$ cat src/rtl/a2_bridge_seq.sv
// a2_bridge_seq: per-bus-cycle sequencer for the A2Bridge multiplexed transceiver.
// Steps address low/high/control captures, then either samples write data or drives read data.
module a2_bridge_seq #(
  parameter int ADDR_DELAY          = 2,
  parameter int SETTLE_CYCLES       = 3,
  parameter int WRITE_SAMPLE        = 18,
  parameter int BUS_DATA_OUT_ENABLE = 1
) (
  input  logic        clk_logic,
  input  logic        reset,
  input  logic        phi1_posedge_i,
  input  logic        phi1_negedge_i,
  output logic [1:0]  a2_bridge_sel_o,
  output logic        a2_bridge_bus_a_oe_o,
  output logic        a2_bridge_bus_d_oe_o,
  output logic        a2_bridge_rd_o,
  output logic        a2_bridge_wr_o,
  input  logic [7:0]  a2_bridge_d_i,
  output logic [7:0]  a2_bridge_d_o,
  output logic        a2_bridge_d_oe_o,
  input  logic        data_out_en_i,
  input  logic [7:0]  data_out_i,
  output logic [15:0] addr_o,
  output logic [7:0]  ctrl_o,
  output logic        addr_valid_o,
  output logic [7:0]  data_o,
  output logic        data_valid_o,
  output logic        overrun_o
);

  localparam int CMAX = (ADDR_DELAY > SETTLE_CYCLES) ? ADDR_DELAY : SETTLE_CYCLES;
  localparam int CW   = $clog2(CMAX + 1);
  localparam int NCW  = $clog2(WRITE_SAMPLE + 2);
  localparam logic [CW-1:0]  DELAY_LAST  = CW'(ADDR_DELAY - 1);
  localparam logic [CW-1:0]  SETTLE_LAST = CW'(SETTLE_CYCLES);
  localparam logic [NCW-1:0] WR_START    = NCW'(WRITE_SAMPLE);
  localparam bit             DRIVE_EN    = (BUS_DATA_OUT_ENABLE != 0);

  typedef enum logic [3:0] {
    S_IDLE, S_DELAY, S_CAP_LO, S_CAP_HI, S_CAP_CTRL,
    S_WAIT_PHI0, S_WR_WAIT, S_CAP_DATA, S_DRIVE
  } state_t;

  state_t         state_q, state_d;
  logic [CW-1:0]  cnt_q, cnt_d;
  logic [NCW-1:0] ncnt_q, ncnt_d;
  logic           in_phi0_q, in_phi0_d;
  logic [1:0]     sel_q, sel_d;
  logic           a_oe_q, a_oe_d;
  logic           d_oe_q, d_oe_d;
  logic           rd_q, rd_d;
  logic           wr_q, wr_d;
  logic           pad_oe_q, pad_oe_d;
  logic [7:0]     dout_q, dout_d;
  logic [15:0]    addr_q, addr_d;
  logic [7:0]     ctrl_q, ctrl_d;
  logic           avld_q, avld_d;
  logic [7:0]     data_q, data_d;
  logic           dvld_q, dvld_d;
  logic           ovr_q, ovr_d;
  logic           cap_done;

  assign cap_done = (cnt_q == SETTLE_LAST);

  always_comb begin
    state_d   = state_q;
    cnt_d     = cnt_q;
    addr_d    = addr_q;
    ctrl_d    = ctrl_q;
    data_d    = data_q;
    ovr_d     = ovr_q;
    avld_d    = 1'b0;
    dvld_d    = 1'b0;
    in_phi0_d = in_phi0_q;
    ncnt_d    = ncnt_q;

    // in_phi0 spans negedge..posedge; ncnt counts cycles since the last negedge
    if (phi1_posedge_i)      in_phi0_d = 1'b0;
    else if (phi1_negedge_i) in_phi0_d = 1'b1;
    if (phi1_negedge_i)                          ncnt_d = NCW'(1);
    else if (ncnt_q != '0 && ncnt_q != '1)       ncnt_d = ncnt_q + 1'b1;

    if (phi1_posedge_i) begin
      // A new bus cycle always restarts; only an unfinished sequence counts as overrun
      state_d = S_DELAY;
      cnt_d   = '0;
      if (state_q != S_IDLE && state_q != S_DRIVE) ovr_d = 1'b1;
    end else begin
      case (state_q)
        S_DELAY: begin
          if (cnt_q == DELAY_LAST) begin
            state_d = S_CAP_LO;
            cnt_d   = '0;
          end else begin
            cnt_d = cnt_q + 1'b1;
          end
        end
        S_CAP_LO: begin
          if (cap_done) begin
            addr_d[7:0] = a2_bridge_d_i;
            state_d     = S_CAP_HI;
            cnt_d       = '0;
          end else begin
            cnt_d = cnt_q + 1'b1;
          end
        end
        S_CAP_HI: begin
          if (cap_done) begin
            addr_d[15:8] = a2_bridge_d_i;
            state_d      = S_CAP_CTRL;
            cnt_d        = '0;
          end else begin
            cnt_d = cnt_q + 1'b1;
          end
        end
        S_CAP_CTRL: begin
          if (cap_done) begin
            ctrl_d  = a2_bridge_d_i;
            avld_d  = 1'b1;
            state_d = S_WAIT_PHI0;
            cnt_d   = '0;
          end else begin
            cnt_d = cnt_q + 1'b1;
          end
        end
        S_WAIT_PHI0: begin
          if (in_phi0_q) begin
            if (!ctrl_q[0])                    state_d = S_WR_WAIT;
            else if (data_out_en_i && DRIVE_EN) state_d = S_DRIVE;
            else                                state_d = S_IDLE;
          end
        end
        S_WR_WAIT: begin
          if (ncnt_q >= WR_START) begin
            state_d = S_CAP_DATA;
            cnt_d   = '0;
          end
        end
        S_CAP_DATA: begin
          if (cap_done) begin
            data_d  = a2_bridge_d_i;
            dvld_d  = 1'b1;
            state_d = S_IDLE;
            cnt_d   = '0;
          end else begin
            cnt_d = cnt_q + 1'b1;
          end
        end
        default: ;
      endcase
    end

    // Pin controls are decoded from the next state so every pin leaves a flop
    sel_d    = 2'b00;
    a_oe_d   = 1'b0;
    d_oe_d   = 1'b0;
    rd_d     = 1'b0;
    wr_d     = 1'b0;
    pad_oe_d = 1'b0;
    dout_d   = 8'h00;
    case (state_d)
      S_CAP_LO:   begin sel_d = 2'b00; a_oe_d = 1'b1; rd_d = 1'b1; end
      S_CAP_HI:   begin sel_d = 2'b01; a_oe_d = 1'b1; rd_d = 1'b1; end
      S_CAP_CTRL: begin sel_d = 2'b10; a_oe_d = 1'b1; rd_d = 1'b1; end
      S_CAP_DATA: begin sel_d = 2'b11; d_oe_d = 1'b1; rd_d = 1'b1; end
      S_DRIVE: begin
        sel_d    = 2'b11;
        d_oe_d   = 1'b1;
        wr_d     = 1'b1;
        pad_oe_d = 1'b1;
        dout_d   = data_out_i;
      end
      default: ;
    endcase
  end

  always_ff @(posedge clk_logic) begin
    if (reset) begin
      state_q   <= S_IDLE;
      cnt_q     <= '0;
      ncnt_q    <= '0;
      in_phi0_q <= 1'b0;
      sel_q     <= 2'b00;
      a_oe_q    <= 1'b0;
      d_oe_q    <= 1'b0;
      rd_q      <= 1'b0;
      wr_q      <= 1'b0;
      pad_oe_q  <= 1'b0;
      dout_q    <= 8'h00;
      addr_q    <= 16'h0000;
      ctrl_q    <= 8'hFF;
      avld_q    <= 1'b0;
      data_q    <= 8'h00;
      dvld_q    <= 1'b0;
      ovr_q     <= 1'b0;
    end else begin
      state_q   <= state_d;
      cnt_q     <= cnt_d;
      ncnt_q    <= ncnt_d;
      in_phi0_q <= in_phi0_d;
      sel_q     <= sel_d;
      a_oe_q    <= a_oe_d;
      d_oe_q    <= d_oe_d;
      rd_q      <= rd_d;
      wr_q      <= wr_d;
      pad_oe_q  <= pad_oe_d;
      dout_q    <= dout_d;
      addr_q    <= addr_d;
      ctrl_q    <= ctrl_d;
      avld_q    <= avld_d;
      data_q    <= data_d;
      dvld_q    <= dvld_d;
      ovr_q     <= ovr_d;
    end
  end

  assign a2_bridge_sel_o      = sel_q;
  assign a2_bridge_bus_a_oe_o = a_oe_q;
  assign a2_bridge_bus_d_oe_o = d_oe_q;
  assign a2_bridge_rd_o       = rd_q;
  assign a2_bridge_wr_o       = wr_q;
  assign a2_bridge_d_o        = dout_q;
  assign a2_bridge_d_oe_o     = pad_oe_q;
  assign addr_o               = addr_q;
  assign ctrl_o               = ctrl_q;
  assign addr_valid_o         = avld_q;
  assign data_o               = data_q;
  assign data_valid_o         = dvld_q;
  assign overrun_o            = ovr_q;

endmodule
$ cat config.mk
export PLATFORM = sky130hd
export DESIGN_NAME = a2_bridge_seq
export DESIGN_NICKNAME = d
export VERILOG_FILES = /design/src/rtl/a2_bridge_seq.sv
export SDC_FILE = /design/constraint.sdc
export NUM_CORES = 1
export LEC_CHECK = 0
export CAP_MARGIN = 20
export CORE_UTILIZATION = 53
export CTS_BUF_LIST = sky130_fd_sc_hd__clkbuf_8
export CTS_CLUSTER_SIZE = 30
export DETAILED_ROUTE_END_ITERATION = 10
export PLACE_DENSITY_LB_ADDON = 0.05
export SYNTH_ARGS = -nofsm -noshare
export SYNTH_HDL_FRONTEND = slang
export SYNTH_SLANG_ARGS = --single-unit
$ cat constraint.sdc
create_clock -name clk_logic -period 4.77 [get_ports clk_logic]
set_input_delay 0.477 -clock clk_logic [delete_from_list [all_inputs] [get_ports clk_logic]]
set_output_delay 0.477 -clock clk_logic [all_outputs]
set_load 0.03 [all_outputs]
# Word-level counts from Yosys, hierarchy flattened

Index checks and enable logic that the tools add are counted.

Word-level logic and storage cells: 86
Bits in registers: 61
Output and inout bits: 50

Eq/ne operators: 17
Bitwise logic cells: 4
Order comparisons: 1
Muxes and demuxes: 23
Reductions and logical operators: 21
Add/subtract/negate cells: 2

Operators by type and width:

| cell                                                            | count |
|---|---|
| 4-bit two-way mux                                               | 10 |
| 4-bit case mux with 7 select lines                              | 1 |
| 4-bit by 3-bit == test with 1-bit output, second input constant | 6 |
| 4-bit by 2-bit == test with 1-bit output, second input constant | 4 |
| 2-bit case mux with 3 select lines                              | 2 |
| 3-bit AND reduction                                             | 4 |
| 3-bit OR reduction                                              | 3 |
| 2-bit OR reduction                                              | 4 |
| 4-bit OR reduction                                              | 2 |
| 1-bit two-way mux                                               | 7 |
| 2-bit two-way mux                                               | 3 |
| 5-bit by 1-bit adder with 5-bit output, second input constant   | 1 |
| 5-bit >= comparator, second input constant                      | 1 |
| 5-bit != test, second input constant                            | 1 |
| 5-bit nonzero test                                              | 1 |
| 4-bit by 1-bit == test with 1-bit output, second input constant | 1 |
| 4-bit == test, second input constant                            | 1 |
| 4-bit != test, second input constant                            | 1 |
| 1-bit NOT                                                       | 4 |
| 2-bit AND reduction                                             | 2 |
| 4-bit nonzero test                                              | 1 |
| 3-bit nonzero test                                              | 1 |
| 2-bit by 1-bit adder with 2-bit output, second input constant   | 1 |
| 2-bit by 1-bit == test with 1-bit output, second input constant | 1 |
| 4 further kinds                                                 | 5 |

# Depth between registers and ports, before layout

Depth in word-level cells: 8
Depth in mapped cells: 8
Mapped depth without buffers: 8

# Worst setup path after synthesis

OpenSTA, ideal clock, no wires.

Kind: flip-flop to flip-flop
Start: reg cnt_q[0]
End: reg d_oe_q, in the netlist a2_bridge_bus_d_oe_o
Buffers on the path: 0
Cell stages (with the launch flop): 8
Arrival time: 1.947 ns
Path slack: 2.753 ns
Library setup time: 0.070 ns
Clock period less this slack: 2.017 ns
Path through: dfxtp_1 -> ha_1 -> nor2b_4 -> a21bo_1 -> o32ai_4 -> o211ai_4 -> or4_4 -> a21oi_1

Cells in the longest elaborated chain, start to end: 7
Elaborated cells between the ends (all ways): 13
Classes of those cells: 4 x eq/ne; 8 x mux; 1 x reduce/logical

Ends and longest elaborated chain:

| item                                                                             | RTL line | text |
|---|---|---|
| start, declared                                                                  | 45       | `logic [CW-1:0] cnt_q, cnt_d;` |
| start signal, assigned                                                           | 198      | `cnt_q <= cnt_d;` |
| 2-bit == test (*)                                                                | 63       | `assign cap_done = (cnt_q == SETTLE_LAST);` |
| net cap_done                                                                     | 61       | `logic cap_done;` |
| 4-bit two-way mux, on equally long branches                                      | --       |  |
| 4-bit case mux with 7 select lines (*)                                           | 89       | `case (state_q)` |
| 4-bit two-way mux (*)                                                            | 83       | `if (phi1_posedge_i) begin` |
| 4-bit == test / 4-bit by 3-bit == test with 1-bit output (equally long branches) | 161      | `case (state_d)` |
| 2-bit OR reduction (no source line) (*)                                          | --       |  |
| 1-bit two-way mux (*)                                                            | 161      |  |
| end signal, assigned                                                             | 203      | `d_oe_q <= d_oe_d;` |
| end, declared                                                                    | 50       | `logic d_oe_q, d_oe_d;` |

Mark *: on every way through the listed nets, which the timed path passes. The rest lies on a longest branch.
A chain may end at the register's enable or synchronous reset.

# Final worst setup path

Start: reg state_q[1]
End: reg sel_q[0], in the netlist a2_bridge_sel_o[0]

Cells in the longest elaborated chain, start to end: 6
Elaborated cells between the ends (all ways): 22
Classes of those cells: 11 x eq/ne; 10 x mux; 1 x reduce/logical

Ends and longest elaborated chain:

| item                                                                             | RTL line | text |
|---|---|---|
| start, declared                                                                  | 44       | `state_t state_q, state_d;` |
| start signal, assigned                                                           | 197      | `state_q <= state_d;` |
| 4-bit by 3-bit == test with 1-bit output (tied with other cells)                 | 89       |  |
| 4-bit case mux with 7 select lines (*)                                           | 89       |  |
| 4-bit two-way mux (*)                                                            | 83       |  |
| 4-bit == test / 4-bit by 3-bit == test with 1-bit output (equally long branches) | 161      |  |
| 2-bit OR reduction (no source line)                                              | --       |  |
| 2-bit case mux with 3 select lines (*)                                           | 161      |  |
| end signal, assigned                                                             | 201      | `sel_q <= sel_d;` |
| end, declared                                                                    | 48       | `logic [1:0] sel_q, sel_d;` |

Mark *: on every way between the ends. The rest lies on a longest branch, timed or not.

==> results.rst <==
.. list-table::
   :header-rows: 1

   * - Metric
     - Value
   * - Largest family of logic cells by synthesized area
     - simple AND/OR/NAND/NOR gates
   * - Cell with the largest stage delay on the worst path
     - sky130_fd_sc_hd__dfxtp_1
   * - Simple-gate portion of the synthesized area
     - 0.257
   * - Clk sink count
     - 61
   * - CORE AREA
     - 4500 um2
   * - Die Height
     - 71.4 um
   * - Clock latency reported for the late side of the worst-skew pair
     - 0.34 ns
   * - Number of primary I/O pins
     - 71
   * - Largest net degree at the start of global routing
     - 43
   * - Synthesized-area fraction occupied by ao, oa, aoi and oai cells
     - 0.0755
   * - Arrival time reported for the critical path endpoint
     - 2.68 ns
   * - H-tree level count
     - 3
   * - Met2 WL post-DR
     - 2570 um
   * - CTS tree
     - built
   * - Maximum VDD drop
     - 0.000237 V
   * - Leading area contributor after synthesis
     - sky130_fd_sc_hd__dfxtp_1
   * - Detailed Route Iter0 Violations
     - 110
   * - Setup repair after global routing missed its margin
     - no
   * - Worst Path Class, Setup
     - register to register
   * - Clock tree root driver cell
     - sky130_fd_sc_hd__clkbuf_8
   * - Met1 routed wirelength after detailed routing
     - 2590 um
   * - Minimum period implied by the final worst setup slack
     - 2.41 ns
   * - Effective utilization at floorplan
     - 0.567
   * - Tightest Hold Check Type
     - register to register
   * - Post-route DRC
     - 0
   * - Standard-cell row count
     - 24
   * - Highest-count cells in the layout ignoring fill and taps
     - sky130_fd_sc_hd__clkdlybuf4s50_1 (70), sky130_fd_sc_hd__dfxtp_1 (61), sky130_fd_sc_hd__nor2_1 (38)
   * - Number of clock buffers inserted by TritonCTS
     - 9
   * - Worst relative slew slack
     - 0.376
   * - Net switching power
     - 0.000249 W
   * - Top layer in use
     - met4
   * - Part of the total power dissipated in the clock network
     - 0.440
   * - Share of the synthesized area in the top cell type
     - 0.478
   * - Number of library cell types mapped by synthesis
     - 47
   * - Internal cell power
     - 0.000789 W
   * - Fill cell count
     - 324
   * - Final Setup Violations
     - 0
   * - Count of nets after finishing
     - 359
   * - Top_reg_cell synth
     - sky130_fd_sc_hd__dfxtp_1
   * - Die Area
     - 5100 um2
   * - Fraction of final layout cells with drive strength greater than 1
     - 0.0890
   * - Cells traversed along the worst timing path
     - or3_1 -> a21bo_1 -> o32ai_4 -> o211ai_4 -> or4_4 -> a21oi_1
   * - Sort of element at the end of the critical path
     - register
   * - Global-route usage over all layers
     - 0.241
   * - Largest driver fanout on the critical path
     - 20
   * - Total wirelength of the detailed-routed design
     - 5580 um
   * - Switching Fraction
     - 0.240
   * - Number of failing hold endpoints at the final stage
     - 0
   * - First-pass GRT wire length
     - 9400 um
   * - Data required time at the worst endpoint
     - 5.04 ns
   * - Finished layout cell area
     - 3470 um2
   * - Critical Path Max Stage Delay
     - 0.74 ns
   * - Share of total power in sequential cells
     - 0.500
   * - Number of storage elements in the synthesis netlist
     - 61
   * - Measured slew at the worst slew-check pin
     - 0.930 ns
   * - Share of synthesized area occupied by flip-flops and latches
     - 0.478
   * - Share of the clock period used by the worst path
     - 0.506
   * - Die outline width
     - 71.4 um
   * - Count of input and output buffers
     - 70
   * - Adder and majority cell fraction of the synthesized area
     - 0.0294
   * - Number of buffers added for setup after CTS
     - 0
   * - Final Slew Violations
     - 0
   * - Async set-or-reset flop fraction in the synthesized netlist
     - 0
   * - Post-detailed-route wirelength per cell
     - 14.3 um
   * - Routability congestion estimate
     - 0.863
   * - Static Leakage
     - 1.32 nW
   * - Instance count of the mapped netlist
     - 263
   * - Number of synthesis warnings
     - 0
   * - Number of optimization iterations in the first detailed-route pass
     - 4
   * - Relative area change from synthesis to final layout
     - 36.0%
   * - Total overflow reported by the global router
     - 0
   * - Gate power share
     - 0.061
   * - Vias
     - 2,066
   * - Gates resized, CTS repair
     - 0
   * - Number of enable flip-flop cells after synthesis
     - 0
   * - Synthesized area
     - 2550 um2
   * - Maximum clock frequency
     - 414 MHz
   * - Cells taking the most area after synthesis
     - sky130_fd_sc_hd__dfxtp_1 (48%), sky130_fd_sc_hd__mux2i_1 (10%), sky130_fd_sc_hd__nor2_1 (5.6%), sky130_fd_sc_hd__nand2_1 (3.2%), sky130_fd_sc_hd__ha_1 (2.9%)
   * - Placed Area
     - 3280 um2
   * - CP Launch Type
     - register
   * - Synthesized area divided by synthesized cell count
     - 9.71 um2
   * - Xor-xnor portion of the synthesized cell area
     - 0.0240
   * - Post-Syn Nets
     - 290
   * - Clock transition at the registers of the reported paths
     - 0.07 ns
   * - Met3 wirelength from detailed routing
     - 339 um
   * - Via density per instance
     - 5.31
   * - Via count of the first global-routing pass
     - 1,983
   * - Antenna violations before repair
     - 0
   * - Result of the run
     - finished clean
   * - Power, Total
     - 0.00104 W
   * - Setup TNS
     - 0 ns
   * - Max capacitance violation total
     - 0
   * - Multiplexer area fraction after synthesis
     - 0.102
   * - Power density over cell area
     - 299 nW/um2
   * - Worst-case clock buffer depth
     - 2
   * - Antenna Diode Count
     - 0
   * - Post-DP HPWL
     - 3730 um
   * - Most frequent standard cell in the layout excluding fill and tap cells
     - sky130_fd_sc_hd__clkdlybuf4s50_1
   * - Clk_skew
     - 0.00945 ns
   * - Setup WS post-layout
     - 2.36 ns
   * - Count of nets left with antenna violations after detail routing
     - 0
   * - Post-cts hold buffer count
     - 0
   * - Post-placement worst setup slack
     - 2.28 ns
[worst max-delay path: cells and delay by family, from the launching register on]
| kind | cells | cell delay (ns) |
|---|---|---|
| AO/OA/AOI/OAI | 4 | 0.79 |
| flip-flops | 1 | 0.74 |
| AND/OR/NAND/NOR | 2 | 0.81 |
[routing by layer]
| metal | track usage | up-vias |
|---|---|---|
| met4 | 0.0778 | 0 |
| met3 | 0.0999 | 11 |
| met2 | 0.378 | 53 |
| met1 | 0.302 | 968 |
| li1 | - | 1034 |
| met5 | 0 | - |
[path summary, 6_finish.rpt]
| kind | start | to | slack [ns] | depth (start not counted) |
|---|---|---|---|---|
| setup reg to reg | state_q[1]$_SDFF_PP0_ | a2_bridge_sel_o[0]$_SDFF_PP0_ | 2.36 | 6 |
| hold reg to reg | ctrl_o[3]$_SDFFE_PP1P_ | ctrl_o[3]$_SDFFE_PP1P_ | 0.47 | 2 |
| setup / recovery | state_q[1]$_SDFF_PP0_ | a2_bridge_sel_o[0]$_SDFF_PP0_ | 2.36 | 6 |
| hold / removal | ctrl_o[3]$_SDFFE_PP1P_ | ctrl_o[3]$_SDFFE_PP1P_ | 0.47 | 2 |
[cell type report]
class                      count  area [um2]  area share
tap                           52        65.1      0.0187
sequential                    61        1220       0.352
multi-input combinational    183        1250       0.360
timing repair buffer          73         723       0.208
clock buffer                   9         124      0.0357
inverter                       4        15.0     0.00432
clock inverter                 7        73.8      0.0213
[synthesized netlist by cell type (all sizes together), types with 4 or more instances]
cell    count
o21ai       6
buf         7
ha          6
nand3b      8
dfxtp      61
clkbuf      8
and2       10
nand2      22
nor3        8
a21oi       6
nand2b     10
inv         4
mux2i      26
nor2       38
xnor2       4
[per-stage QoR]
step / util / std cells / hold slack, ns
CTS: 0.771 / 389 / 0.475
global placement: 0.727 / 373 / 0.450
floorplan: - / 263 / 0.460
global route: 0.771 / 389 / 0.495
detailed placement: 0.727 / 373 / 0.458
finish: 0.771 / 389 / 0.470
[logic make-up after synthesis]
kind of cell,after synthesis
xor gates and xnor gates,7
DFF,61
and+or+nand+nor,120
AOI/OAI and AO/OA,24
muxes,26
buffers and inverters,19
adders and majority gates,6
[registers in the layout, indices dropped and copies added, names as in the netlist]
name                  count
a2_bridge_bus_a_oe_o      1
a2_bridge_bus_d_oe_o      1
a2_bridge_d_o             8
a2_bridge_d_oe_o          1
a2_bridge_rd_o            1
a2_bridge_sel_o           2
addr_o                   16
addr_valid_o              1
cnt_q                     2
ctrl_o                    8
data_o                    8
data_valid_o              1
in_phi0_q                 1
ncnt_q                    5
overrun_o                 1
state_q                   4
[power groups by stage]
stage          sequential [W]  combinational, W  clock, W
2_1_floorplan        0.000529         0.0000353         0
3_3_place_gp         0.000530         0.0000622         0
3_5_place_dp         0.000530         0.0000629         0
4_1_cts              0.000519         0.0000632  0.000464
5_1_grt              0.000519         0.0000698  0.000490
6_report             0.000519         0.0000629  0.000457
(Power assumes the default switching activity.)
